--- config.mk ---
export PLATFORM = sky130hd
export DESIGN_NAME = prefetch_flat
export DESIGN_NICKNAME = d
export VERILOG_FILES = /design/src/rtl/prefetch_if.sv /design/src/rtl/prefetch.sv /design/src/flat_wrapper.sv
export SDC_FILE = /design/constraint.sdc
export NUM_CORES = 1
export LEC_CHECK = 0
export ABC_CLOCK_PERIOD_IN_PS = 3100
export CAP_MARGIN = 15
export CORE_ASPECT_RATIO = 0.8
export CORE_MARGIN = 10
export CORE_UTILIZATION = 30
export CTS_BUF_LIST = sky130_fd_sc_hd__clkbuf_8 sky130_fd_sc_hd__clkbuf_16
export DETAILED_ROUTE_END_ITERATION = 6
export GPL_ROUTABILITY_DRIVEN = 0
export PLACE_DENSITY_LB_ADDON = 0.3
export SYNTH_ARGS = -nofsm -noshare
export SYNTH_HDL_FRONTEND = slang
export SYNTH_SLANG_ARGS = --single-unit
--- constraint.sdc ---
create_clock -name clk -period 3.1 [get_ports clk]
set_input_delay 0.62 -clock clk [delete_from_list [all_inputs] [get_ports clk]]
set_output_delay 0.62 -clock clk [all_outputs]
set_load 0.02 [all_outputs]
--- src/rtl/prefetch_if.sv ---
// Signal bundle between the prefetch unit, the instruction consumer and memory.
interface prefetch_if;
  logic [15:0] cs;
  logic [15:0] new_ip;
  logic        load_new_ip;
  logic        fifo_rd_en;
  logic [7:0]  fifo_rd_data;
  logic        fifo_empty;
  logic        mem_access;
  logic        mem_ack;
  logic [18:0] mem_address;
  logic [15:0] mem_data;
  logic [15:0] fetch_ip;

  // Environment view: the core steers fetching and pops bytes, memory answers reads.
  modport master (
    output cs, new_ip, load_new_ip, fifo_rd_en, mem_ack, mem_data,
    input  fifo_rd_data, fifo_empty, mem_access, mem_address, fetch_ip
  );

  // Prefetch unit view.
  modport slave (
    input  cs, new_ip, load_new_ip, fifo_rd_en, mem_ack, mem_data,
    output fifo_rd_data, fifo_empty, mem_access, mem_address, fetch_ip
  );
endinterface

--- src/rtl/prefetch.sv ---
// Instruction prefetch unit: reads 16-bit words from cs:fetch_ip and feeds a
// byte FIFO that the decoder pops one byte at a time.
module prefetch #(
  parameter int FIFO_DEPTH = 6
) (
  input  logic      clk,
  input  logic      reset,
  prefetch_if.slave bus
);

  localparam int PTR_W = $clog2(FIFO_DEPTH);
  localparam int CNT_W = $clog2(FIFO_DEPTH + 1);

  typedef enum logic [1:0] {
    IDLE,
    FETCH,
    WRITE_HI,
    DISCARD
  } state_t;

  state_t           state_q, state_d;
  logic [15:0]      fetch_ip_q, fetch_ip_d;
  logic [18:0]      addr_q, addr_d;
  logic [7:0]       hi_byte_q, hi_byte_d;
  logic [7:0]       rd_data_q, rd_data_d;
  logic [PTR_W-1:0] wr_ptr_q, wr_ptr_d;
  logic [PTR_W-1:0] rd_ptr_q, rd_ptr_d;
  logic [CNT_W-1:0] count_q, count_d;
  logic [7:0]       fifo_mem_q [FIFO_DEPTH];

  logic             push;
  logic [7:0]       push_byte;
  logic             pop;
  logic             room;
  logic [18:0]      word_addr;

  function automatic logic [PTR_W-1:0] ptr_inc(input logic [PTR_W-1:0] p);
    return (p == PTR_W'(FIFO_DEPTH - 1)) ? '0 : p + PTR_W'(1);
  endfunction

  // (cs<<4) is always even, so the word address is (cs<<3) + (ip>>1) in 19 bits,
  // which gives the 1 MiB wrap for free.
  always_comb begin
    word_addr = {bus.cs, 3'b000} + {4'b0000, fetch_ip_q[15:1]};
    room      = fetch_ip_q[0] ? (count_q <= CNT_W'(FIFO_DEPTH - 1))
                              : (count_q <= CNT_W'(FIFO_DEPTH - 2));
    pop       = bus.fifo_rd_en && (count_q != '0) && !bus.load_new_ip;
  end

  // Fetch sequencer: request a word, split it into bytes, and drop any word
  // that was already in flight when the IP was redirected.
  always_comb begin
    state_d    = state_q;
    fetch_ip_d = fetch_ip_q;
    addr_d     = addr_q;
    hi_byte_d  = hi_byte_q;
    push       = 1'b0;
    push_byte  = 8'h00;

    case (state_q)
      IDLE: begin
        if (!bus.load_new_ip && room) begin
          addr_d  = word_addr;
          state_d = FETCH;
        end
      end
      FETCH: begin
        if (bus.load_new_ip) begin
          state_d = bus.mem_ack ? IDLE : DISCARD;
        end else if (bus.mem_ack) begin
          push       = 1'b1;
          fetch_ip_d = fetch_ip_q + 16'd1;
          if (fetch_ip_q[0]) begin
            push_byte = bus.mem_data[15:8];
            state_d   = IDLE;
          end else begin
            push_byte = bus.mem_data[7:0];
            hi_byte_d = bus.mem_data[15:8];
            state_d   = WRITE_HI;
          end
        end
      end
      WRITE_HI: begin
        if (!bus.load_new_ip) begin
          push       = 1'b1;
          push_byte  = hi_byte_q;
          fetch_ip_d = fetch_ip_q + 16'd1;
        end
        state_d = IDLE;
      end
      DISCARD: begin
        if (bus.mem_ack) begin
          state_d = IDLE;
        end
      end
      default: state_d = IDLE;
    endcase

    if (bus.load_new_ip) begin
      fetch_ip_d = bus.new_ip;
      hi_byte_d  = 8'h00;
    end
  end

  // FIFO bookkeeping: a redirect empties it; otherwise push/pop move the pointers.
  always_comb begin
    wr_ptr_d  = wr_ptr_q;
    rd_ptr_d  = rd_ptr_q;
    count_d   = count_q;
    rd_data_d = rd_data_q;

    if (bus.load_new_ip) begin
      wr_ptr_d = '0;
      rd_ptr_d = '0;
      count_d  = '0;
    end else begin
      if (push) begin
        wr_ptr_d = ptr_inc(wr_ptr_q);
      end
      if (pop) begin
        rd_ptr_d  = ptr_inc(rd_ptr_q);
        rd_data_d = fifo_mem_q[rd_ptr_q];
      end
      case ({push, pop})
        2'b10:   count_d = count_q + CNT_W'(1);
        2'b01:   count_d = count_q - CNT_W'(1);
        default: count_d = count_q;
      endcase
    end
  end

  // Control and pointer registers; reset also drops a bus cycle in flight.
  always_ff @(posedge clk or posedge reset) begin
    if (reset) begin
      state_q    <= IDLE;
      fetch_ip_q <= 16'h0000;
      addr_q     <= '0;
      hi_byte_q  <= 8'h00;
      rd_data_q  <= 8'h00;
      wr_ptr_q   <= '0;
      rd_ptr_q   <= '0;
      count_q    <= '0;
    end else begin
      state_q    <= state_d;
      fetch_ip_q <= fetch_ip_d;
      addr_q     <= addr_d;
      hi_byte_q  <= hi_byte_d;
      rd_data_q  <= rd_data_d;
      wr_ptr_q   <= wr_ptr_d;
      rd_ptr_q   <= rd_ptr_d;
      count_q    <= count_d;
    end
  end

  // Byte storage needs no reset: the count alone decides which entries are valid.
  always_ff @(posedge clk) begin
    if (push) begin
      fifo_mem_q[wr_ptr_q] <= push_byte;
    end
  end

  assign bus.mem_access   = (state_q == FETCH) || (state_q == DISCARD);
  assign bus.mem_address  = addr_q;
  assign bus.fifo_empty   = (count_q == '0);
  assign bus.fifo_rd_data = rd_data_q;
  assign bus.fetch_ip     = fetch_ip_q;

endmodule
--- src/flat_wrapper.sv ---
// flat-port wrapper written by rule: the top's interface ports become plain ports
module prefetch_flat 
#(
  parameter int FIFO_DEPTH = 6
)
  (clk, reset, bus_cs, bus_new_ip, bus_load_new_ip, bus_fifo_rd_en, bus_mem_ack, bus_mem_data, bus_fifo_rd_data, bus_fifo_empty, bus_mem_access, bus_mem_address, bus_fetch_ip);
  prefetch_if bus_i ();
  input  logic clk;
  input  logic reset;
  input wire logic [$bits(bus_i.cs)-1:0] bus_cs;
  input wire logic [$bits(bus_i.new_ip)-1:0] bus_new_ip;
  input wire logic [$bits(bus_i.load_new_ip)-1:0] bus_load_new_ip;
  input wire logic [$bits(bus_i.fifo_rd_en)-1:0] bus_fifo_rd_en;
  input wire logic [$bits(bus_i.mem_ack)-1:0] bus_mem_ack;
  input wire logic [$bits(bus_i.mem_data)-1:0] bus_mem_data;
  output wire logic [$bits(bus_i.fifo_rd_data)-1:0] bus_fifo_rd_data;
  output wire logic [$bits(bus_i.fifo_empty)-1:0] bus_fifo_empty;
  output wire logic [$bits(bus_i.mem_access)-1:0] bus_mem_access;
  output wire logic [$bits(bus_i.mem_address)-1:0] bus_mem_address;
  output wire logic [$bits(bus_i.fetch_ip)-1:0] bus_fetch_ip;
  assign bus_i.cs = bus_cs;
  assign bus_i.new_ip = bus_new_ip;
  assign bus_i.load_new_ip = bus_load_new_ip;
  assign bus_i.fifo_rd_en = bus_fifo_rd_en;
  assign bus_i.mem_ack = bus_mem_ack;
  assign bus_i.mem_data = bus_mem_data;
  assign bus_fifo_rd_data = bus_i.fifo_rd_data;
  assign bus_fifo_empty = bus_i.fifo_empty;
  assign bus_mem_access = bus_i.mem_access;
  assign bus_mem_address = bus_i.mem_address;
  assign bus_fetch_ip = bus_i.fetch_ip;
  prefetch #(.FIFO_DEPTH(FIFO_DEPTH)) u_core (.clk(clk), .reset(reset), .bus(bus_i));
endmodule
==> metrics.txt, run 1 <==
std cell rows 44; dominant synthesized flop cell dfrtp_1; htree depth 3; Post-CTS Hold Buffers 0; grt ovf 0; yosys warns 0; multiplexer area fraction after synthesis 7.97%; Worst R2R End u_core.bus.mem_address[16]; Finished Core Util 38.9%; nets 680; Max Root-Sink Buffers 2; #FFs+latches synth 110; status completed; top post-synthesis cells by area dfrtp_1 (28%), edfxtp_1 (26%), nand2_1 (6.3%); largest net degree at the start of global routing 63; CTS root buf clkbuf_16; initial antenna violation count 0; crit path DAT 1970 ps; CP Launch Type flip-flop; WS Path Type reg2out; Critical Path RT 2480 ps; HPWL Detailed 10600 um; Critical Path End Type output pin; R2R cell count 6; DRT iter0 DRCs 160; post-route minimum period 2590 ps; main combinational cell family by area after synthesis simple AND/OR/NAND/NOR gates; drt total wl 13900 um; cells after synthesis 513; pre-CTS setup slack 172 ps; top-count cell post-synth nand2_1; Reg area 2990 um^2; Num CTS Buffers 9; total die area 24300 um^2; Post-Synth XOR/XNOR Area 4.75%; Synth cell types 49; PortBufs 97; fmax 0.386 GHz; Worst-Skew Late Latency 350 ps; Commonest cells post-synth nand2_1 (93), dfrtp_1 (62), o21ai_0 (53); syn avg cell area 10.8 um^2; compound-gate portion of the synthesized area 10.8%; Power per Cell Area 742 nW/um^2; Final Setup Violations 0; worst slew pin tran 853 ps; FF-to-FF Start u_core.count_q[0]; Async SR Flop Fraction 56.4%; Die H 141 um; Max VDD drop 286 uV; CP max FO 5; Vias/cell 4.79; Synth Net Count 585; Top Ports 98; number of synthesized flops with an enable pin 48; RSZ-0062 raised after global routing false; CTS tree built; clk slew on worst S/H paths 70 ps; antenna cells 0; clock skew 7.61 ps; Layout area overhead 27.5%; via count 4034; ratio of cells with drive above 1 in the final layout 7.18%; top cell type's share of synthesized area 28.1%; setup bufs post-CTS 0; Pleak 2.72 nW; Hold Crit Start u_core.bus.fifo_rd_data[5]; DRC viols 0; post-synthesis instance area 5530 um^2; Avg WL per Cell 16.5 um; iteration count of the initial detailed-routing pass 4; Seq/Total Area, Yosys 54.2%; post-synthesis simple-gate area fraction 14.9%; worst setup margin 511 ps; first-pass GRT wire length 22300 um; flop-to-flop setup slack 780 ps; Routed Antenna Nets 0; Multi-input gate area 2380 um^2; total of max-cap violations 0; adder-cell share of the synthesized area 4.57%; Hold EP u_core.bus.fifo_rd_data[5]; Tcrit/Tclk final 83.5%; worst rel slew slack 42.9%; Clock Sinks 110; Initial Utilization 30.5%; min-delay worst type reg2reg; number of global-route vias before repair 4066; Die W 172 um; Setup TNS 0 ps; max-slew violations 0; Post-CTS Resized 0; core area 18100 um^2; Fin. Hold Viols 0; fillers 1700; cell taking the most area after synthesis dfrtp_1; Total GRT Usage 11.7%; hold path depth 2
-- state kept, by name, indices dropped and copies added (netlist names) --
register	flops
u_core.bus.fetch_ip	16
u_core.bus.fifo_rd_data	8
u_core.bus.mem_address	19
u_core.count_q	3
u_core.fifo_mem_q	48
u_core.hi_byte_q	8
u_core.rd_ptr_q	3
u_core.state_q	2
u_core.wr_ptr_q	3
-- per-stage QoR --
| stage | cell area [um^2] | hold WS [ps] | std cells | power, W |
|---|---|---|---|---|
| floorplan | 5530 | 502 | 513 | 0.00334 |
| global placement | 6770 | 463 | 827 | 0.00416 |
| detailed placement | 6770 | 476 | 827 | 0.00421 |
| CTS | 7050 | 491 | 843 | 0.00531 |
| global route | 7050 | 516 | 843 | 0.00560 |
| finish | 7050 | 480 | 843 | 0.00523 |
-- power breakdown --
part           switching (W)  internal, W
Clock               0.000531     0.000547
Sequential          0.000224      0.00182
Combinational        0.00113     0.000976
Total                0.00188      0.00334
-- worst max-delay path by stage --
stage / start / to / slack, ps / depth (start not counted)
after floorplan: u_core.count_q[0] / u_core.count_q[2] / 520 / 9
after global placement: bus_cs[0] / u_core.bus.mem_address[17] / 250 / 10
after detailed placement: bus_cs[0] / u_core.bus.mem_address[13] / 170 / 10
after CTS: u_core.state_q[1] / bus_mem_access / 490 / 4
after global routing: bus_cs[0] / u_core.bus.mem_address[15] / 420 / 10
final: u_core.state_q[1] / bus_mem_access / 510 / 4
-- routing by layer --
layer	track usage (%)	share of wire (%)
met4	3.76	1.6
met5	0	0
met2	16.5	44
met3	3.22	5.1
met1	16.7	50
-- worst max-delay path: stages (launching register included) --
cell and delay [ps]:
dfrtp_1 400, inv_1 80, ha_1 250, or2_2 340, clkdlybuf4s50_1 550
-- cells in the final DEF (no fill, tap or decap), types with 3 or more instances in the layout --
cell / instances
and3_1: 3
mux2_2: 4
clkdlybuf4s50_1: 96
nor3_1: 6
inv_1: 12
o21a_1: 3
nand2_1: 93
mux4_2: 8
nor3b_1: 3
clkinvlp_4: 5
nor2_1: 25
o211ai_1: 3
xnor2_1: 14
and2_1: 10
ha_1: 17
nand2b_1: 4
nor2b_1: 6
nand4_1: 7
xor2_1: 16
edfxtp_1: 48
mux2i_1: 20
o21ai_1: 10
o21ai_0: 53
clkbuf_16: 9
nand3_1: 7
buf_4: 10
dfrtp_1: 62
a21oi_1: 26
-- layout make-up --
| cell class | count | share of cell area, % |
|---|---|---|
| clock buffer | 9 | 3.20 |
| multi-input combinational | 366 | 33.7 |
| clock inverter | 7 | 0.746 |
| timing repair buffer | 108 | 15.1 |
| sequential | 110 | 42.5 |
| tap | 230 | 4.08 |
| inverter | 13 | 0.693 |
-- logic make-up after synthesis --
family,after synthesis
xor+xnor,30
flops,110
compound gates,108
buf+inv,37
fa+ha+maj,19
mux,33
simple gates,176
(Power assumes the default switching activity.)
==> inputs of run 2 (changes only) <==
ABC_CLOCK_PERIOD_IN_PS = 2100   (was 3100)
clock period = 2.1 ns   (was 3.1 ns; I/O delays follow)
==> metrics.txt, run 2 (synthesis gave the netlist of run 1 again) <==
CTS root buf clkbuf_16; Total GRT Usage 12.4%; fmax 0.487 GHz; Critical Path RT 2390 ps; total of max-cap violations 0; largest reg by FF count u_core.fifo_mem_q; Tcrit/Tclk final 97.7%; max-slew violations 0; Routed Antenna Nets 0; core area 18100 um^2; Avg WL per Cell 16.3 um; met2 GRT Util 19.0%; Worst-Skew Late Latency 360 ps; Initial Utilization 30.5%; Power per Cell Area 1080 nW/um^2; commonest cells after routing, fill and taps aside nand2_1 (93), clkdlybuf4s50_1 (92), buf_4 (68); global-route track usage on met3 3.11%; Max Root-Sink Buffers 2; clk slew on worst S/H paths 80 ps; Clock Sinks 110; flop-to-flop setup slack 50 ps; FF-to-FF Start u_core.bus.fetch_ip[4]; Worst R2R End u_core.bus.mem_address[15]; worst setup margin 48.5 ps; most common cell after layout, fill and taps aside nand2_1; worst slew pin tran 608 ps; WS Path Type reg2reg; DRC viols 0; grt ovf 0; drt total wl 14700 um; min-delay worst type in2async; first-pass GRT wire length 23800 um; worst rel slew slack 59.5%; Die H 141 um; max reg flops 48; status completed; Critical Path End Type flip-flop; Vias/cell 4.71; Max VDD drop 475 uV; Layout area overhead 37.8%; via count 4249; total die area 24300 um^2; std cell rows 44; crit path DAT 2340 ps; Final Setup Violations 0; post-route minimum period 2050 ps; Pleak 3.06 nW; Worst Hold Slack 382 ps; htree depth 3; antenna cells 0; Top Ports 98; DRT iter0 DRCs 201; Die W 172 um; Inst Count DP 879; initial antenna violation count 0; number of global-route vias before repair 4353; nets 739; PortBufs 97; final instance count without filler cells 902; GRT Max-Usage Layer met2; Finished Core Util 42.0%; iteration count of the initial detailed-routing pass 4; Reg area 2990 um^2; grt met1 use 17.1%; Setup TNS 0 ps; HPWL Detailed 11300 um; RSZ-0062 raised after global routing true; largest net degree at the start of global routing 40; ratio of cells with drive above 1 in the final layout 18.6%; clock skew 14.7 ps; CP Launch Type flip-flop; Fin. Hold Viols 0; Num CTS Buffers 9; pre-CTS setup slack -597 ps; R2R cell count 9; Multi-input gate area 2470 um^2; CTS tree built; fillers 1744; CP max FO 3
run 2: final cells by class:
| cell class | instances | share of cell area, % |
|---|---|---|
| flip-flops and latches | 110 | 39.3 |
| multi-input cells | 366 | 32.5 |
| clock inverters | 7 | 1.00 |
| inverters | 13 | 0.641 |
| well taps | 230 | 3.78 |
| clock buffers | 9 | 2.96 |
| repair buffers | 167 | 19.8 |
run 2: report_power, final:
group	internal (W)	total, W	switching [W]
combinational	0.00171	0.00346	0.00175
sequential	0.00269	0.00305	0.000362
clock	0.000854	0.00172	0.000862
run 2: stage by stage:
step | power (W) | instance area [um^2]
after global placement | 0.00643 | 7200
after CTS | 0.00827 | 7550
after global routing | 0.00879 | 7610
final | 0.00823 | 7610
after detailed placement | 0.00650 | 7200
after floorplan | 0.00496 | 5550
run 2: how the worst max path moves through the flow:
stage | from | end | slack (ps) | cells after the start
global placement | bus_cs[0] | u_core.bus.mem_address[15] | -540 | 10
CTS | bus_cs[1] | u_core.bus.mem_address[18] | 7 | 9
global route | u_core.bus.fetch_ip[4] | u_core.bus.mem_address[15] | -130 | 9
floorplan | u_core.count_q[0] | u_core.count_q[2] | -40 | 9
detailed placement | bus_cs[0] | u_core.bus.mem_address[13] | -600 | 10
finish | u_core.bus.fetch_ip[4] | u_core.bus.mem_address[15] | 50 | 9
run 2: repair_timing:
action | in CTS | in global routing
gates resized for setup | 11 | 15
pin swaps | 6 | 10
setup endpoints to repair | 7 | 50
hold buffers | 0 | 0
buffers inserted | 5 | 2
endpoints found under the hold margin | 0 | 0
run 2: worst max-delay path, stage by stage (launching register included):
cell,delay [ps]
dfrtp_2,400
ha_4,150
inv_2,40
fa_2,340
nor2b_2,140
o211ai_1,150
a221oi_2,360
a21oi_1,130
xor2_1,160
o21ai_1,110
run 2: routing by layer:
metal	part of all wire [%]	wire [um]
met4	1.2	172
met1	49	7190
met2	45	6590
met3	5.0	742
met5	0	0
